### config.mk
export PLATFORM = sky130hd
export DESIGN_NAME = spike_tx_layer
export DESIGN_NICKNAME = d
export VERILOG_FILES = /design/src/rtl/spike_tx_layer.sv
export SDC_FILE = /design/constraint.sdc
export NUM_CORES = 1
export LEC_CHECK = 0
export CORE_MARGIN = 10
export CORE_UTILIZATION = 50
export CTS_BUF_LIST = sky130_fd_sc_hd__clkbuf_16
export DETAILED_ROUTE_END_ITERATION = 10
export HOLD_SLACK_MARGIN = 0.08
export PLACE_DENSITY = 0.76
export SLEW_MARGIN = 15
export SYNTH_ARGS = -nofsm -noshare
export SYNTH_HDL_FRONTEND = slang
export SYNTH_SLANG_ARGS = --single-unit
export TNS_END_PERCENT = 100
### constraint.sdc
create_clock -name clk -period 2.2 [get_ports clk]
set_input_delay 0.44 -clock clk [delete_from_list [all_inputs] [get_ports clk]]
set_output_delay 0.44 -clock clk [all_outputs]
set_load 0.005 [all_outputs]
### src/rtl/spike_tx_layer.sv
// Eight independent four-phase spike senders, each with a saturating pending-spike
// counter and a sticky overflow flag.
module spike_tx_layer #(
  parameter int unsigned CNT_BITS = 3
) (
  input  logic       clk,
  input  logic       resetn,
  input  logic [7:0] fire_in,
  input  logic       en,
  input  logic [7:0] acks_in,
  input  logic       clr_ovf,
  output logic [7:0] spikes_out,
  output logic [7:0] ovf_out,
  output logic       busy
);

  localparam int unsigned NumCh = 8;
  localparam logic [CNT_BITS-1:0] PendMax = '1;
  localparam logic [CNT_BITS-1:0] PendOne = CNT_BITS'(1);

  // Bit 0 of the encoding is the request line, so spikes_out comes straight off a flop.
  typedef enum logic [1:0] {
    StIdle = 2'b00,
    StReq  = 2'b01,
    StRel  = 2'b10
  } state_e;

  state_e              state_q [NumCh];
  state_e              state_d [NumCh];
  logic [CNT_BITS-1:0] pend_q  [NumCh];
  logic [CNT_BITS-1:0] pend_d  [NumCh];
  logic [7:0]          ovf_q;
  logic [7:0]          ovf_d;
  logic [7:0]          launch;
  logic [7:0]          ovf_set;

  // State register.
  always_ff @(posedge clk or negedge resetn) begin
    if (!resetn) begin
      for (int i = 0; i < NumCh; i++) begin
        state_q[i] <= StIdle;
        pend_q[i]  <= '0;
      end
      ovf_q <= '0;
    end else begin
      for (int i = 0; i < NumCh; i++) begin
        state_q[i] <= state_d[i];
        pend_q[i]  <= pend_d[i];
      end
      ovf_q <= ovf_d;
    end
  end

  // Next-state logic: handshake sequencing and pending-count bookkeeping.
  always_comb begin
    launch  = '0;
    ovf_set = '0;
    for (int i = 0; i < NumCh; i++) begin
      state_d[i] = state_q[i];
      pend_d[i]  = pend_q[i];
      launch[i]  = (state_q[i] == StIdle) && (pend_q[i] != '0) && en;

      unique case (state_q[i])
        StIdle: if (launch[i]) state_d[i] = StReq;
        StReq:  if (acks_in[i]) state_d[i] = StRel;
        StRel:  if (!acks_in[i]) state_d[i] = StIdle;
        default: state_d[i] = StIdle;
      endcase

      // A fire coinciding with a launch leaves the count unchanged.
      if (fire_in[i] && !launch[i]) begin
        if (pend_q[i] == PendMax) begin
          ovf_set[i] = 1'b1;
        end else begin
          pend_d[i] = pend_q[i] + PendOne;
        end
      end else if (!fire_in[i] && launch[i]) begin
        pend_d[i] = pend_q[i] - PendOne;
      end
    end
    // Set beats clear when both land on the same edge.
    ovf_d = (ovf_q & ~{8{clr_ovf}}) | ovf_set;
  end

  // Outputs decoded from registered state only.
  always_comb begin
    spikes_out = '0;
    busy       = 1'b0;
    for (int i = 0; i < NumCh; i++) begin
      spikes_out[i] = (state_q[i] == StReq);
      busy          = busy | (state_q[i] != StIdle) | (pend_q[i] != '0);
    end
    ovf_out = ovf_q;
  end

endmodule

== After elaboration in Yosys (flattened, before gate mapping) ==
Cells that the tools add are included.
Word-level totals
  output and inout bits: 17
  word-level logic and storage cells: 275
  bits of input ports: 20
  register bits: 48
Cells by class
  add/sub/neg operators: 16
  bitwise logic cells: 18
  equal/unequal tests: 56
  reduce and logical (&&, ||, !) cells: 96
  mux-type cells: 72
Operators by type and width (number)
  $mux W3: 24
  $ne A2 B2 Y1 const B: 32
  $mux W2: 24
  $pmux W2 S3: 8
  $logic_and A1 B1 Y1: 32
  $reduce_bool A2 Y1: 16
  $add A3 B1 Y3 const B: 8
  $eq A3 B3 Y1 const B: 8
  $reduce_and A3 Y1: 8
  $reduce_bool A3 Y1: 8
  $sub A3 B1 Y3 const B: 8
  $eq A2 B1 Y1 const B: 8
  $eq A2 B2 Y1 const B: 8
  $logic_not A1 Y1: 16
  $logic_not A2 Y1: 8
  $mux W1: 16
  $reduce_and A2 Y1: 8
  $or A1 B1 Y1: 15
  $and A8 B8 Y8: 1
  $not A8 Y8: 1
  $or A8 B8 Y8: 1

== Depth between registers and ports, before layout ==
Gate-level depths: netlist (run 1).
  word-level depth: 16
  gate-level depth with buffers: 8
  mapped depth without buffers: 8

== Worst setup path before layout (run 1) ==
Ideal clock, no wire load.
  path kind: in2reg
  from: input port en
  to: register pend_q[19] (netlist bit)
  library setup time: 0.129 ns
  path slack: -0.065 ns
  stages on the path: 7
  data required time: 2.071 ns
  buffers on the path: 1
  arrival time: 2.136 ns
  cell sequence: buf_4 or3b_2 o21ai_0 fa_1 nor2b_1 a211oi_1 a21oi_1
RTL lines
  from (decl): line 9  | input logic en,
  to (signal, indexed assignment): line 48  | pend_q[i] <= pend_d[i];
  to (decl): line 30  | logic [CNT_BITS-1:0] pend_q [NumCh];

== Worst setup path after layout (run 1) ==
  from: register state_q[2] (netlist bit)
  to: output port busy
Between the ends
  longest elaborated chain between the ends: 5
Ends and longest elaborated chain
  from (decl): line 28  | state_e state_q [NumCh];
  from (signal, indexed assignment): line 41  | state_q[i] <= StIdle;
  from (signal, indexed assignment): line 47  | state_q[i] <= state_d[i];
  $reduce_bool A2 Y1: line 91  | busy = busy | (state_q[i] != StIdle) | (pend_q[i] != '0);
  $or A1 B1 Y1 (4 in series): line 91
  to (decl): line 14  | output logic busy
No other way between the ends.

==> impl_metrics.yaml, run 1 <==
power:
  combPwrFrac_pct: 56.7
  clkPwrFrac_pct: 13.2
  seqPwrFrac_pct: 30.1
  powerDensity_nw_per_um2: 1420
  peakVddDrop_mv: 0.685
  swShare_pct: 39.4
  switchingPower_mw: 2.20
  leakagePower_nw: 1.67
  p_int_mw: 3.38
synth:
  yosys.area_share.adder_pct: 5.37
  yosys.area.top_type: "dfrtp_1"
  yosys.area_share.simple_pct: 21.9
  synth_top_family_by_area: "compound AO/OA/AOI/OAI gates"
  synth_cell_types: 52
  ys_ff_latch: 48
  synth_warnings: 0
  avgSynthCellArea_um2: 9.32
  synth_nets: 348
  synth-seq-area-share_pct: 40.3
  synthArstFlopShare_pct: 100
  synth_top_area_share_pct: 40.3
  synth_edf_count: 0
  synthTopCellsByArea: "dfrtp_1, fa_1, o21ai_0"
  synth_compound_gate_area_share_pct: 23.5
  synthFlopType: "dfrtp_1"
  synthXorXnorAreaFrac_pct: 2.35
  synthMuxAreaShare_pct: 1.05
  netlist_instances: 320
  syn-cell-area_um2: 2980
global_routing:
  grt_pass1_wl_um: 12800
  grt.overflow.total: 0
  grt_usage_pct: 15.7
  first_global_vias: 2758
  grt_max_degree: 28
  antenna_found_initial: 0
routing:
  wl_met1_um: 3270
  route.met3.wl_um: 306
  wl_per_cell_um: 15.5
  dr.pass1.iters: 4
  viasPerCell: 5.82
  route.met2.wl_um: 3610
  wirelength_um: 7320
  drt_iter0_drc: 150
  ant_nets: 0
  top_layer: "met4"
  via_count: 2740
  drc: 0
critical_path:
  cp.required_ns: 1.76
  cp_num_cells: 5
  cpMaxStageDelayCell: "dfrtp_1"
  reg2reg_depth: 7
  cp_slowest_stage_delay_ns: 0.41
  crit_chain: "nor4_1 -> nand4_1 -> nor2_1 -> nand4_1 -> dlygate4sd2_1"
  cpMostUsedCell: "nand4_1"
  path_max_fanout: 4
  end_kind: "output pin"
  critPathTopFamily: "simple AND/OR/NAND/NOR gates"
  start_kind: "flop"
  critPathKind: "flop to output pin"
  worst_ep_arrival_time_ns: 1.68
  critPathBufInv: 1
  rrSetupSlack_ns: 0.11
cells_and_area:
  post-route-util_pct: 67.2
  final_nets: 424
  fillers: 467
  area_growth_pct: 31.8
  multi_input_area_um2: 1670
  diodes: 0
  fin_cells: 471
  regArea_um2: 1200
  layout-drive-gt1-share_pct: 22.5
placed_design:
  post-dp-hpwl_um: 5450
  io_buffers: 36
  gp_congestion: 0.913
  preCtsSetupSlack_ns: -0.587
  placedCellCount: 463
clocking:
  cts_buffer_depth: 2
  cts.sinks: 48
  insertion_delay_ns: 0.29
  cts_buffers: 5
  clk_pin_slew_worst_paths_ns: 0.06
  htreeDepth: 2
  cts_tree: "done"
  cts_root_buf: "clkbuf_16"
sta:
  slew_headroom_pct: 57.0
  finClkSkew_ns: 0.00428
  fin_crit_sh_pct: 96.3
  fin_ws_ns: 0.0824
  rsz0062_at_grt: "no"
  drv_slew: 0
  hold_viol: 0
  min_period_ns: 2.12
  worst_pin_slew_ns: 0.645
  fmax_ghz: 0.472
  setup_viol: 0
floorplanning:
  ios: 37
  die_w_um: 97.2
  rows: 28
  fp.coreArea_um2: 5850
  die-area_um2: 9450
  initial_core_util_pct: 51.0
  die_h_um: 97.2
min_path:
  min-delay-path-class: "input pin to asynchronous set/reset pin"
status:
  status: "finished clean"
job:
  cap_viol_max_count: 0
## cell usage in the layout (no fill, tap or decap), types with 8 or more instances in the layout
cell	instances
o21ai_0	20
a21boi_0	9
inv_1	9
dfrtp_1	48
a21oi_1	16
clkdlybuf4s50_1	33
a22oi_1	8
buf_4	56
nor3_1	8
nand2_1	27
nand2b_1	17
nand3_1	13
## timing repair
item	in CTS	in global routing
resized for setup	8	8
pin swaps	1	2
setup buffers	1	0
hold buffers	0	0
endpoints found under the setup margin	14	10
## registers in the layout (all words and copies together) (netlist names)
| name | cells |
|---|---|
| ovf_out | 8 |
| pend_q | 24 |
| state_q | 16 |
## worst register-to-register path: stages, from the launching register on
cell	delay, ns
dfrtp_1	0.40
nor3_1	0.18
buf_4	0.16
o21ai_1	0.10
fa_1	0.42
nor4_1	0.45
a2bb2oi_1	0.13
o31a_1	0.13
## cell usage after synthesis (2+ instances only)
master     instances
nand3_1           13
xor2_1             7
a22oi_1            8
mux2i_1            2
o21ai_0           26
buf_4              9
nor3b_1            2
nor3_1             9
clkbuf_1          13
o31ai_1            4
o22ai_1            6
a21boi_0           9
nor2b_1            6
or3b_1             4
or2_2              2
a211oi_1           8
or2_1              3
a2bb2oi_1          3
o31a_1             2
or3b_2             2
and3_1             4
nor4_1             8
fa_1               8
o2bb2ai_1          7
nand2b_1          17
or3_1              2
and2_1             2
a31o_2             4
a21oi_1           16
dfrtp_1           48
nand4_1            5
nor2_1             7
nand2_1           27
inv_1              9
## worst paths after layout
path,start,to
worst min-delay path,resetn,ovf_out[0]
min in group clk,ovf_out[1],ovf_out[1]
max in group asynchronous,resetn,state_q[11]
worst max-delay path,state_q[2],busy
worst min register to register,ovf_out[1],ovf_out[1]
worst max register to register,pend_q[8],pend_q[8]
## final cells by class
class                      count  area share (%)
timing repair buffer          93            20.1
sequential                    48            30.6
multi-input combinational    239            42.6
inverter                       9           0.860
tap                           75            2.39
clock buffer                   5            3.18
clock inverter                 2           0.318
## power by group through the flow
stage / combinational, mW / sequential (mW) / clock [mW]
3_3_place_gp: 2.94 / 1.64 / 0
4_1_cts: 3.13 / 1.67 / 0.741
2_1_floorplan: 1.80 / 1.74 / 0
3_5_place_dp: 3.07 / 1.66 / 0
6_report: 3.17 / 1.68 / 0.735
5_1_grt: 3.56 / 1.75 / 0.783
## kinds of logic after synthesis
family	count (synthesis)
simple gates	117
compound gates	103
flops	48
buf+inv	33
xor+xnor	8
fa+ha+maj	8
mux	3
## per-layer routing
metal	up-vias	track usage (%)
li1	1324	-
met1	1350	19.1
met2	52	26.5
met3	14	3.77
met4	0	5.03
met5	-	0
## per-stage QoR
stage | power, mW | area (um2) | TNS (ns) | hold slack [ns]
6_report | 5.59 | 3930 | 0 | 0.175
5_1_grt | 6.09 | 3930 | 0 | 0.219
4_1_cts | 5.54 | 3900 | 0 | 0.201
3_5_place_dp | 4.73 | 3740 | -8.01 | 0.480
3_3_place_gp | 4.58 | 3740 | -6.98 | 0.473
2_1_floorplan | 3.55 | 2990 | 0 | 0.144
No activity file was read; power rests on OpenSTA's default activity.
==> run 2, diff against run 1 <==
--- a/config.mk
+++ b/config.mk
@@ -5,7 +5,7 @@
 export SDC_FILE = /design/constraint.sdc
 export NUM_CORES = 1
 export LEC_CHECK = 0
-export CORE_MARGIN = 10
+export CORE_MARGIN = 4
 export CORE_UTILIZATION = 50
 export CTS_BUF_LIST = sky130_fd_sc_hd__clkbuf_16
 export DETAILED_ROUTE_END_ITERATION = 10
==> impl_metrics.yaml, run 2 (same netlist as run 1, synthesis figures left out) <==
floorplanning:
  rows: 27
  ios: 37
  die_w_um: 85.2
  die_h_um: 85.2
  fp.coreArea_um2: 5640
  initial_core_util_pct: 52.8
  die-area_um2: 7260
routing:
  top_layer: "met4"
  route.met2.wl_um: 3610
  dr.pass1.iters: 4
  wl_met1_um: 3170
  route.met3.wl_um: 250
  viasPerCell: 5.74
  wirelength_um: 7090
  wl_per_cell_um: 15.1
  ant_nets: 0
  via_count: 2694
  drc: 0
  drt_iter0_drc: 188
power:
  p_total_mw: 5.60
  peakVddDrop_mv: 0.695
  powerDensity_nw_per_um2: 1410
  leakagePower_nw: 1.68
critical_path:
  reg2reg_from: "state_q[12]"
  critPathKind: "flop to flop"
  rr_endpoint: "pend_q[19]"
  cp.required_ns: 2.36
  critPathTopFamily: "simple AND/OR/NAND/NOR gates"
  crit_chain: "buf_4 -> or3b_4 -> o21ai_4 -> fa_1 -> nor2b_1 -> a211oi_2 -> a21oi_1"
  start_kind: "flop"
  reg2reg_depth: 7
  rrSetupSlack_ns: 0.06
  path_max_fanout: 3
  critPathBufInv: 1
  end_kind: "flop"
  cpMaxStageDelayCell: "fa_1"
  cp_slowest_stage_delay_ns: 0.45
  worst_ep_arrival_time_ns: 2.29
cells_and_area:
  final_nets: 425
  area_growth_pct: 33.2
  diodes: 0
  largest_register_ffs: 24
  final_common_cell: "buf_4"
  post-route-util_pct: 70.4
  regMostFlops: "pend_q"
  layout-drive-gt1-share_pct: 23.2
  final_cell_mix: "buf_4, dfrtp_1, clkdlybuf4s50_1"
sta:
  min_period_ns: 2.14
  worst_pin_slew_ns: 0.618
  fmax_ghz: 0.468
  slew_headroom_pct: 58.8
  setup-tns-final_ns: 0
  hold_viol: 0
  rsz0062_at_grt: "yes"
  drv_slew: 0
  holdWs_ns: 0.167
  fin_crit_sh_pct: 97.2
  finClkSkew_ns: 0.00427
  setup_viol: 0
clocking:
  htreeDepth: 2
  cts.sinks: 48
  cts_root_buf: "clkbuf_16"
  cts_buffers: 5
  insertion_delay_ns: 0.28
  cts_tree: "done"
  cts_buffer_depth: 2
  clk_pin_slew_worst_paths_ns: 0.06
placed_design:
  gp_congestion: 0.820
  io_buffers: 36
  post-dp-hpwl_um: 5160
min_path:
  min-delay-path-class: "input pin to asynchronous set/reset pin"
status:
  status: "finished clean"
global_routing:
  first_global_vias: 2662
  grt_max_degree: 26
  grt_pass1_wl_um: 11800
  grt.overflow.total: 0
  antenna_found_initial: 0
  grt_usage_pct: 19.8
job:
  cap_viol_max_count: 0
## run 2: cell types whose count changed in the layout (fill, tap and decap cells not counted), sizes merged
cell,change
buf,+1
clkbuf,-1
dlygate4sd2,+1
clkinvlp,-1
inv,+1
## run 2: report_power, final
group	internal [mW]	leakage (nW)	switching (mW)
combinational	1.71	1.03	1.48
sequential	1.30	0.586	0.411
clock	0.408	0.0709	0.299
## run 2: layout make-up
cell class | instances | area, um2
multi-input cells | 239 | 1710
fillers | 434 | 1670
flip-flops and latches | 48 | 1200
repair buffers | 94 | 805
clock buffers | 5 | 125
well taps | 72 | 90.1
inverters | 9 | 33.8
clock inverters | 2 | 8.76
## run 2: routing by layer
metal	track usage, %	up-vias
met5	0	-
met4	6.19	0
met3	4.08	7
met2	35.0	43
met1	24.1	1316
li1	-	1328
## run 2: worst max-delay path by stage
stage                      startpoint    endpoint  slack [ns]  cells past startpoint
after floorplan            pend_q[12]  pend_q[14]        0.02                      7
after global placement             en  pend_q[19]       -0.43                      8
after detailed placement           en  pend_q[19]       -0.52                      8
after CTS                 state_q[12]  pend_q[19]        0.03                      7
after global routing               en  pend_q[10]      -0.007                     10
final                     state_q[12]  pend_q[19]        0.06                      7
## run 2: stage by stage
stage | std cells | instance area (um2) | setup WS, ns
2_1_floorplan | 320 | 2990 | 0.0233
3_3_place_gp | 460 | 3730 | -0.428
3_5_place_dp | 460 | 3730 | -0.516
4_1_cts | 469 | 3920 | 0.0291
5_1_grt | 469 | 3970 | -0.00712
6_report | 469 | 3970 | 0.0622
## run 2: worst reg2reg max path: stages (launching register included)
cell and delay, ns:
dfrtp_1 0.41, buf_4 0.15, or3b_4 0.41, o21ai_4 0.17, fa_1 0.46, nor2b_1 0.16
a211oi_2 0.19, a21oi_1 0.06
## run 2: timing repair
action                                  4_1_cts  5_1_grt
hold buffers                                  0        0
pin swaps                                     4        1
hold endpoints to repair                      0        0
buffers inserted                              2        0
gates resized for setup                      11       12
endpoints found under the setup margin       10        5
